File: src/rtl/bin256_cnt_free_run_if.sv
// rtl/bin256_cnt_free_run_if.sv - counter control/status bundle; ce present with BIN256_CNT_CE_EN
interface bin256_cnt_free_run_if #(
    parameter int WIDTH = 8
);
    logic [WIDTH-1:0] n_conut;
    logic             max_tick;
    logic [WIDTH-1:0] q;
`ifdef BIN256_CNT_CE_EN
    logic             ce;

    modport master (output n_conut, output ce, input max_tick, input q);
    modport slave  (input n_conut, input ce, output max_tick, output q);
`else
    modport master (output n_conut, input max_tick, input q);
    modport slave  (input n_conut, output max_tick, output q);
`endif
endinterface

File: src/rtl/bin256_cnt_free_run.sv
// rtl/bin256_cnt_free_run.sv - free-running counter 0..n_conut with terminal tick; optional ce via BIN256_CNT_CE_EN
module bin256_cnt_free_run #(
    parameter int WIDTH = 8
) (
    input  logic                   clk,
    input  logic                   reset,
    bin256_cnt_free_run_if.slave   bus
);
    logic [WIDTH-1:0] cnt_q;
    logic [WIDTH-1:0] cnt_d;
    logic             adv;

`ifdef BIN256_CNT_CE_EN
    assign adv = bus.ce;
`else
    assign adv = 1'b1;
`endif

    // >= rather than == so a terminal lowered below the count wraps immediately
    always_comb begin
        cnt_d = cnt_q;
        if (adv) begin
            if (cnt_q >= bus.n_conut) begin
                cnt_d = '0;
            end else begin
                cnt_d = cnt_q + WIDTH'(1);
            end
        end
    end

    always_ff @(posedge clk or posedge reset) begin
        if (reset) begin
            cnt_q <= '0;
        end else begin
            cnt_q <= cnt_d;
        end
    end

    assign bus.q        = cnt_q;
    assign bus.max_tick = (cnt_q == bus.n_conut);
endmodule

File: src/flat_wrapper.sv
// flat-port wrapper written by rule: the top's interface ports become plain ports
module bin256_cnt_free_run_flat 
#(
    parameter int WIDTH = 8
)
  (clk, reset, bus_n_conut, bus_max_tick, bus_q);
  bin256_cnt_free_run_if #(.WIDTH(WIDTH)) bus_i ();
  input  logic clk;
  input  logic reset;
  input wire logic [$bits(bus_i.n_conut)-1:0] bus_n_conut;
  output wire logic [$bits(bus_i.max_tick)-1:0] bus_max_tick;
  output wire logic [$bits(bus_i.q)-1:0] bus_q;
  assign bus_i.n_conut = bus_n_conut;
  assign bus_max_tick = bus_i.max_tick;
  assign bus_q = bus_i.q;
  bin256_cnt_free_run #(.WIDTH(WIDTH)) u_core (.clk(clk), .reset(reset), .bus(bus_i));
endmodule
File: config.mk
export PLATFORM = sky130hd
export DESIGN_NAME = bin256_cnt_free_run_flat
export DESIGN_NICKNAME = d
export VERILOG_FILES = /design/src/rtl/bin256_cnt_free_run_if.sv /design/src/rtl/bin256_cnt_free_run.sv /design/src/flat_wrapper.sv
export SDC_FILE = /design/constraint.sdc
export NUM_CORES = 1
export LEC_CHECK = 0
export CAP_MARGIN = 20
export CORE_UTILIZATION = 40
export DETAILED_ROUTE_END_ITERATION = 12
export PLACE_DENSITY = 0.71
export SETUP_SLACK_MARGIN = 0.3
export SLEW_MARGIN = 10
export SYNTH_ARGS = -nofsm -noshare
export SYNTH_HDL_FRONTEND = slang
export SYNTH_SLANG_ARGS = --single-unit
File: constraint.sdc
create_clock -name clk -period 2.4 [get_ports clk]
set_clock_uncertainty 0.2 [all_clocks]
set_input_delay 0.48 -clock clk [delete_from_list [all_inputs] [get_ports clk]]
set_output_delay 0.48 -clock clk [all_outputs]
set_load 0.05 [all_outputs]
After elaboration in Yosys (flattened, before gate mapping)
Index checks and enable logic that the tools add are counted.

word-level totals
  flip-flop bits (word level) = 8
  input port bits = 10
  output and inout port bits = 9

cells by class
  $add $sub $neg = 1
  $lt $le $gt $ge = 1
  equality and inequality tests = 1
  muxes and demuxes = 1

operators with widths
  operator                                                       number
  8-bit by 1-bit adder with 8-bit output, second input constant  1
  8-bit equality test                                            1
  8-bit greater-or-equal comparator                              1
  8-bit 2-to-1 mux                                               1

Logic depth before layout (Yosys ltp)
Gate-level depths: netlist of run 1.

  depth in word-level cells = 2
  depth in mapped cells = 6
  gate-level depth less buffers = 6

Worst setup path after synthesis of run 1
No wires, ideal clock.

  kind = reg2out
  start = register u_core.cnt_q[5] (netlist: u_core.bus.q[5])
  end = output bus_max_tick
  arrival time = 1,809 ps
  data required time = 1,720 ps
  slack = -89 ps
  cell stages (with the launch flop) = 4
  cell sequence = dfrtp_1 -> ha_1 -> nand4_2 -> nor2_1

on the way
  longest elaborated chain between the ends = 1

RTL lines
  what                    RTL line                   RTL
  from (decl)             bin256_cnt_free_run.sv:9   logic [WIDTH-1:0] cnt_q;
  from (signal assigned)  bin256_cnt_free_run.sv:35  cnt_q <= cnt_d;
  8-bit equality test     bin256_cnt_free_run.sv:40  assign bus.max_tick = (cnt_q == bus.n_conut);
  to (decl)               flat_wrapper.sv:11         output wire logic [$bits(bus_i.max_tick)-1:0] bus_max_tick;

Every way passes these cells.

Worst setup path in the final report of run 1
  start = register u_core.cnt_q[2] (netlist: u_core.bus.q[2])
  end = output bus_max_tick

The elaborated chain is that of the path after synthesis.

==> results of run 1 <==
[cell usage in the layout (no fill, tap or decap), drive strengths merged]
cell type,count
a2111oi,1
a21oi,2
and3,1
buf,9
clkbuf,5
clkdlybuf4s15,2
clkdlybuf4s50,1
dfrtp,8
dlygate4sd2,12
ha,9
inv,10
nand2,3
nand2b,1
nand3,3
nand4,2
nor2,11
nor3,1
o21a,2
o31ai,1
xnor2,3
xor2,3
[metrics by stage]
stage                     std cells  power [uW]  setup TNS [ns]  hold WS (ns)
final                           105        1120               0         0.281
after global routing            105        1200               0         0.324
after CTS                       102        1070               0         0.273
after detailed placement         99         929       -0.000618         0.285
after global placement           99         908               0         0.268
after floorplan                  61         712               0        0.0953
[cells in the mapped netlist, drive strengths merged]
| cell type | instances | area share, % |
|---|---|---|
| nor2 | 11 | 7.0 |
| and3 | 1 | 1.1 |
| nand2b | 1 | 2.3 |
| o21a | 2 | 2.6 |
| nand3 | 3 | 2.6 |
| dfrtp | 8 | 34 |
| xnor2 | 3 | 4.5 |
| nand4 | 2 | 3.2 |
| a21oi | 2 | 1.7 |
| nor3 | 1 | 0.85 |
| nand2 | 3 | 1.9 |
| xor2 | 3 | 4.5 |
| ha | 9 | 19 |
| inv | 10 | 6.4 |
| o31ai | 1 | 3.6 |
| a2111oi | 1 | 4.7 |
[logic make-up after synthesis]
kind of cell             Yosys count  synth area share, %
AND/OR/NAND/NOR                   22                 18.9
buffers and inverters             10                 6.38
adder cells (fa/ha/maj)            9                 19.1
flip-flops                         8                 34.0
AO/OA/AOI/OAI                      6                 12.6
XOR/XNOR                           6                 8.94
[layout make-up]
class | count | area [sq um]
Multi-Input combinational cell | 43 | 467
Fill cell | 105 | 354
Timing Repair Buffer | 26 | 225
Sequential cell | 8 | 209
Inverter | 10 | 37.5
Clock buffer | 3 | 22.5
Tap cell | 15 | 18.8
[power by group through the flow]
| stage | combinational, uW | clock (uW) | sequential [uW] |
|---|---|---|---|
| after floorplan | 276 | 0 | 435 |
| after global placement | 632 | 0 | 275 |
| after detailed placement | 651 | 0 | 278 |
| after CTS | 675 | 104 | 292 |
| after global routing | 801 | 110 | 289 |
| final | 740 | 100 | 280 |
[timing repair]
action,CTS,global route
endpoints found under the setup margin,17,1
hold buffers,0,0
gates cloned,0,0
hold endpoints to repair,0,0
setup buffers,0,3
gates resized for setup,31,8
pin swaps,7,3
[per-layer routing]
metal	up-vias	GRT usage, %	wire length, microns
met5	-	0	0
met4	0	5.00	8
met3	2	8.33	62
met2	11	37.3	741
met1	246	20.5	554
li1	261	-	-
[path summary, 6_finish.rpt]
path | cells after the start | startpoint | to
max | 4 | u_core.bus.q[2] | bus_max_tick
max reg2reg | 7 | u_core.bus.q[0] | u_core.bus.q[3]
min reg2reg | 2 | u_core.bus.q[0] | u_core.bus.q[0]
min in group clk | 2 | u_core.bus.q[0] | u_core.bus.q[0]
min | 2 | reset | u_core.bus.q[5]
max in group asynchronous | 2 | reset | u_core.bus.q[1]
[worst max-delay path: stages, from the launching register on]
cell	delay, ns
dfrtp_2	0.44
ha_4	0.28
nand4_1	0.15
nor2_4	0.16
buf_12	0.14
==> results.rst, run 1 <==
.. list-table::
   :header-rows: 1

   * - Metric
     - Value
   * - Clock latency at the later pin of the worst-skew pair
     - between 0.2 and 0.3 ns
   * - Clock buffers created by TritonCTS
     - 3
   * - Reg-to-reg slack, setup
     - 0.49 ns
   * - Cell at the root of the clock tree
     - clkbuf_4
   * - Post-layout utilization of the core
     - between 70% and 80%
   * - Via count normalized by instance count
     - just under 5
   * - Finished Cell Area
     - ~980 sq um
   * - Syn_area_per_cell
     - between 9 and 10 sq um
   * - Num rows
     - 13
   * - Net count reported at finish
     - 111
   * - # port buffers
     - 18
   * - Gr usage total
     - 20.2%
   * - Share of the clock period used by the worst path
     - ~87%
   * - Number of global-route vias before repair
     - 476
   * - Fraction of power consumed by the clock network
     - under 10%
   * - First-pass GRT wire length
     - 1.99 mm
   * - Areal power density over the cells
     - ~1100 nW/um^2
   * - Placer's final routability congestion estimate
     - between 0.7 and 0.8
   * - Net switching share of the total power
     - 48.8%
   * - CP max FO
     - 5
   * - Number of H-tree branching levels
     - 1
   * - Count of pins on the block boundary
     - 19
   * - Flip-flop count of the largest register after layout
     - 8
   * - Maximum number of buffers from clock root to sink
     - 2
   * - Share of power burned in combinational logic
     - 66.1%
   * - Status
     - finished, final reports clean
   * - Number of vias after detailed routing
     - 520
   * - TritonCTS Sinks
     - 8
   * - Initial antenna violation count
     - 0
   * - Largest net degree at the start of global routing
     - 9
   * - Standard cell area after detailed placement
     - approximately 850 sq um
   * - Clock tree from TritonCTS
     - done
   * - Die W
     - about 40 microns
   * - Critical Path Sink Type
     - output pin
   * - Area grow syn2layout
     - 66.6%
   * - Number of storage elements in the synthesis netlist
     - 8
   * - Portion of total power attributed to sequential cells
     - around 25%
   * - Fraction of layout cells with a size suffix above 1
     - 45.6%
   * - Number of distinct library cells after synthesis
     - 17
   * - Crit path DAT
     - between 1 and 1.5 ns
   * - Net switching power of the design
     - ~550 uW
   * - Instance count of the mapped netlist
     - 61
   * - Setup slack after layout
     - a little over 0.3 ns
   * - Routed WL per cell
     - between 10 and 15 microns
   * - Number of maximum-capacitance constraint violations
     - 0
   * - Violation count after the first detailed-route iteration
     - 3
   * - Required @ worst endpoint
     - 1.72 ns
   * - Remaining max-slew budget at the tightest pin
     - between 60% and 70%
   * - Diodes inserted
     - 0
   * - Proportion of synthesized chip area in sequential cells
     - about a third
   * - Count of synthesis-stage warnings from yosys
     - 0
   * - Unrepaired setup endpoints after global routing
     - yes
   * - Grt total ovfl
     - 0
   * - Type of the worst setup path
     - flip-flop to output pin
   * - Type of origin of the critical path
     - flip-flop
   * - Final hold violation count
     - 0
   * - Maximum clock frequency
     - between 400 and 500 MHz
   * - Final Slew Violations
     - 0
   * - Initial cell density of the core
     - ~44%
   * - Core outline area
     - 1330 sq um
   * - Final Routed Wirelength
     - 1.37 mm
   * - Overall die height
     - roughly 40 microns
   * - Half-perimeter wire length of the detailed placement result
     - 985 microns
   * - Actual transition at the worst max-transition pin
     - just under 0.5 ns
   * - Clock transition at the registers of the reported paths
     - 0.05 ns
   * - Number of nets with antenna violations after detailed routing
     - 0
   * - Final setup violating endpoints
     - 0
   * - Total iterations of the first detailed-routing run
     - 2
   * - Cell area after synthesis
     - between 500 and 600 sq um
   * - Number of nets produced by synthesis
     - 80
   * - Internal portion of total power
     - approximately 570 uW
   * - Drt drc
     - 0
   * - Worst min-delay path category
     - input port to asynchronous set/reset pin
   * - Worst-case setup slack after placement
     - -0.000618 ns
   * - Leakage power
     - ~0.00044 uW
   * - Minimum clock period after layout
     - 2.09 ns
   * - Worst IR Drop VDD
     - around 0.00074 V
   * - Floorplan die area
     - roughly 1600 sq um
Note: power is estimated with default switching activity, not from simulation.
==> run 2, diff against run 1 <==
--- a/config.mk
+++ b/config.mk
@@ -8,7 +8,9 @@
 export CAP_MARGIN = 20
 export CORE_UTILIZATION = 40
 export DETAILED_ROUTE_END_ITERATION = 12
+export HOLD_SLACK_MARGIN = 0.15
 export PLACE_DENSITY = 0.71
+export REMOVE_ABC_BUFFERS = 1
 export SETUP_SLACK_MARGIN = 0.3
 export SLEW_MARGIN = 10
 export SYNTH_ARGS = -nofsm -noshare
==> run 2 against run 1 <==
Clock power about the same. Global-route usage shrank 2.4 points. Flip-flop and latch count unchanged. Clock-buffer cell count unchanged. Largest power group unchanged.
==> results.rst, run 2 (synthesized netlist as in run 1, its figures left out) <==
.. list-table::
   :header-rows: 1

   * - Metric
     - Value
   * - Violation count after the first detailed-route iteration
     - 1 (-2)
   * - Flip-flop count of the largest register after layout
     - 8 (unchanged)
   * - Largest net degree at the start of global routing
     - 9 (unchanged)
   * - Cell with the biggest individual delay on the critical path
     - ha_4
   * - Share of the clock period used by the worst path
     - 88.4% (+1.2 points)
   * - Clock latency at the later pin of the worst-skew pair
     - 0.25 ns (about the same)
   * - Worst-path cell chain
     - dlygate4sd2_1 -> inv_2 -> ha_4 -> nand4_1 -> nor2_4 -> buf_12
   * - Portion of total power attributed to sequential cells
     - 25.7% (+0.7 points)
   * - Leakage power
     - 0.000460 uW (+4.7%)
   * - Fraction of layout cells with a size suffix above 1
     - 40.7% (-4.9 points)
   * - Setup slack after layout
     - 0.278 ns (-0.0279 ns)
   * - Number of global-route vias before repair
     - 440 (-7.6%)
   * - Number of maximum-capacitance constraint violations
     - 0 (unchanged)
   * - Overall die height
     - 40.3 microns (unchanged)
   * - Count of fill cells added during filler insertion
     - 107 (+1.9%)
   * - Final Routed Wirelength
     - 1.34 mm (-1.7%)
   * - Final hold violation count
     - 0 (unchanged)
   * - Status
     - finished, final reports clean
   * - # port buffers
     - 18 (unchanged)
   * - Critical Path Sink Type
     - output pin
   * - FF-to-FF End
     - u_core.bus.q[2]
   * - Count of pins on the block boundary
     - 19 (unchanged)
   * - Final setup violating endpoints
     - 0 (unchanged)
   * - Internal portion of total power
     - 575 uW (+0.32%)
   * - Area grow syn2layout
     - 69.1%
   * - Register area
     - 204 sq um (-2.4%)
   * - Crit path DAT
     - 1.44 ns (+0.03 ns)
   * - Maximum number of buffers from clock root to sink
     - 2 (unchanged)
   * - Most used cells in the layout excluding fill and tap cells
     - 15 x dlygate4sd2_1, 10 x nor2_1, 8 x inv_2, 8 x ha_4, 8 x buf_4
   * - Die W
     - 40.3 microns (unchanged)
   * - Fraction of power consumed by the clock network
     - 8.8% (about the same)
   * - Clock tree from TritonCTS
     - done
   * - Number of H-tree branching levels
     - 1 (unchanged)
   * - Placer's final routability congestion estimate
     - 0.796 (+10%)
   * - Most frequent standard cell in the layout excluding fill and tap cells
     - dlygate4sd2_1
   * - Startpoint of the worst-slack reg-to-reg timing path
     - u_core.bus.q[5]
   * - Remaining max-slew budget at the tightest pin
     - 67.7% (+0.56 points)
   * - Type of the worst setup path
     - input port to output pin
   * - Initial antenna violation count
     - 0 (unchanged)
   * - Number of nets with antenna violations after detailed routing
     - 0 (unchanged)
   * - Worst R2R Path Depth
     - 7 (unchanged)
   * - Total iterations of the first detailed-routing run
     - 4 (+2)
   * - Clock transition at the registers of the reported paths
     - 0.05 ns (about the same)
   * - Number of vias after detailed routing
     - 525 (+0.96%)
   * - Cell at the root of the clock tree
     - clkbuf_4
   * - Multi-input logic area
     - 467 sq um (unchanged)
   * - Actual transition at the worst max-transition pin
     - 0.486 ns (-0.00844 ns)
   * - Unrepaired setup endpoints after global routing
     - yes
   * - Num rows
     - 13 (unchanged)
   * - Reg-to-reg slack, setup
     - 0.51 ns (+0.02 ns)
   * - Share of power burned in combinational logic
     - 65.5% (-0.6 points)
   * - Final Slew Violations
     - 0 (unchanged)
   * - Initial cell density of the core
     - 44.1% (unchanged)
   * - Maximum clock frequency
     - 471 MHz (-1.3%)
   * - Core outline area
     - 1330 sq um (unchanged)
   * - Gr usage total
     - 17.7% (-2.4 points)
   * - Clock buffers created by TritonCTS
     - 3 (unchanged)
   * - Worst IR Drop VDD
     - 0.000732 V (-1.4%)
   * - Net count reported at finish
     - 112 (+0.90%)
   * - First-pass GRT wire length
     - 1.80 mm (-9.7%)
   * - Half-perimeter wire length of the detailed placement result
     - 904 microns (-8.3%)
   * - CP max FO
     - 2 (-3)
   * - Net switching power of the design
     - 541 uW (-1.0%)
   * - Total power after layout
     - 1120 uW (-0.34%)
   * - Minimum clock period after layout
     - 2.12 ns (+0.0279 ns)
   * - Launch point of the critical path
     - bus_n_conut[3]
   * - Drt drc
     - 0 (unchanged)
   * - Via count normalized by instance count
     - 4.95 (about the same)
   * - Grt total ovfl
     - 0 (unchanged)
   * - Floorplan die area
     - 1630 sq um (unchanged)
   * - Net switching share of the total power
     - 48.5% (-0.34 points)
   * - Areal power density over the cells
     - 1120 nW/um^2 (-1.8%)
   * - Required @ worst endpoint
     - 1.72 ns (about the same)
   * - Diodes inserted
     - 0 (unchanged)
   * - Routed WL per cell
     - 12.7 microns (-2.6%)
   * - Type of origin of the critical path
     - input port
   * - TritonCTS Sinks
     - 8 (unchanged)
   * - Worst min-delay path category
     - input port to asynchronous set/reset pin
   * - Delay of the slowest critical-path stage
     - 0.26 ns (-0.18 ns)
   * - Worst-case setup slack after placement
     - -0.0374 ns (-0.0368 ns)
==> run 2: power groups by stage <==
stage | clock network, uW | logic, uW | registers, uW
after floorplan | 0 | 272 | 427
after global placement | 0 | 614 | 267
after detailed placement | 0 | 625 | 269
after CTS | 102 | 654 | 282
after global routing | 112 | 786 | 296
final | 98.4 | 731 | 287
==> run 2: worst max path at each step <==
stage | end | slack (ns) | cells past startpoint
after global routing | bus_max_tick | 0.24 | 6
after global placement | bus_max_tick | -0.04 | 6
after floorplan | bus_max_tick | -0.09 | 3
final | bus_max_tick | 0.28 | 6
after CTS | bus_max_tick | 0.13 | 6
after detailed placement | bus_max_tick | -0.04 | 6
==> run 2: routing by layer <==
layer	GRT usage, %	routed length (microns)	up-vias
met1	18.8	532	238
met3	6.67	83	2
li1	-	-	264
met2	32.1	719	21
met5	0	0	-
met4	5.00	9	0
==> run 2: layout make-up <==
class,count,area share [%]
repair buffers,27,24.7
clock buffers,3,2.26
flip-flops and latches,8,20.5
inverters,10,3.77
multi-input cells,43,46.9
well taps,15,1.89
==> run 2: what timing repair did <==
action	4_1_cts	5_1_grt
endpoints found under the setup margin	17	9
resized for setup	30	9
hold buffers	0	0
endpoints found under the hold margin	0	0
buffers inserted	2	4
pin swaps	9	4
gates cloned	0	0
==> run 2: critical path: cells and delay by family <==
family | cells | cell delay, ns
buffers and inverters | 3 | 0.42
and+or+nand+nor | 2 | 0.28
adders and majority gates | 1 | 0.26
==> run 2: metrics by stage <==
stage / cells / utilization, % / hold WS, ns / instance area, sq um / TNS, ns
4_1_cts: 102 / 70.0 / 0.271 / 933 / 0
3_3_place_gp: 97 / 61.4 / 0.316 / 820 / -0.0364
3_5_place_dp: 97 / 61.4 / 0.314 / 820 / -0.0406
6_report: 106 / 74.6 / 0.269 / 995 / 0
2_1_floorplan: 61 / - / 0.0957 / 588 / -0.0892
5_1_grt: 106 / 74.6 / 0.314 / 995 / 0
==> run 3, diff against run 2 <==
--- a/config.mk
+++ b/config.mk
@@ -8,6 +8,7 @@
 export CAP_MARGIN = 20
 export CORE_UTILIZATION = 40
 export DETAILED_ROUTE_END_ITERATION = 12
+export GPL_ROUTABILITY_DRIVEN = 1
 export HOLD_SLACK_MARGIN = 0.15
 export PLACE_DENSITY = 0.71
 export REMOVE_ABC_BUFFERS = 1
==> results of run 3 <==
Same layout as run 2: the final DEF is identical, and so are final timing and power.
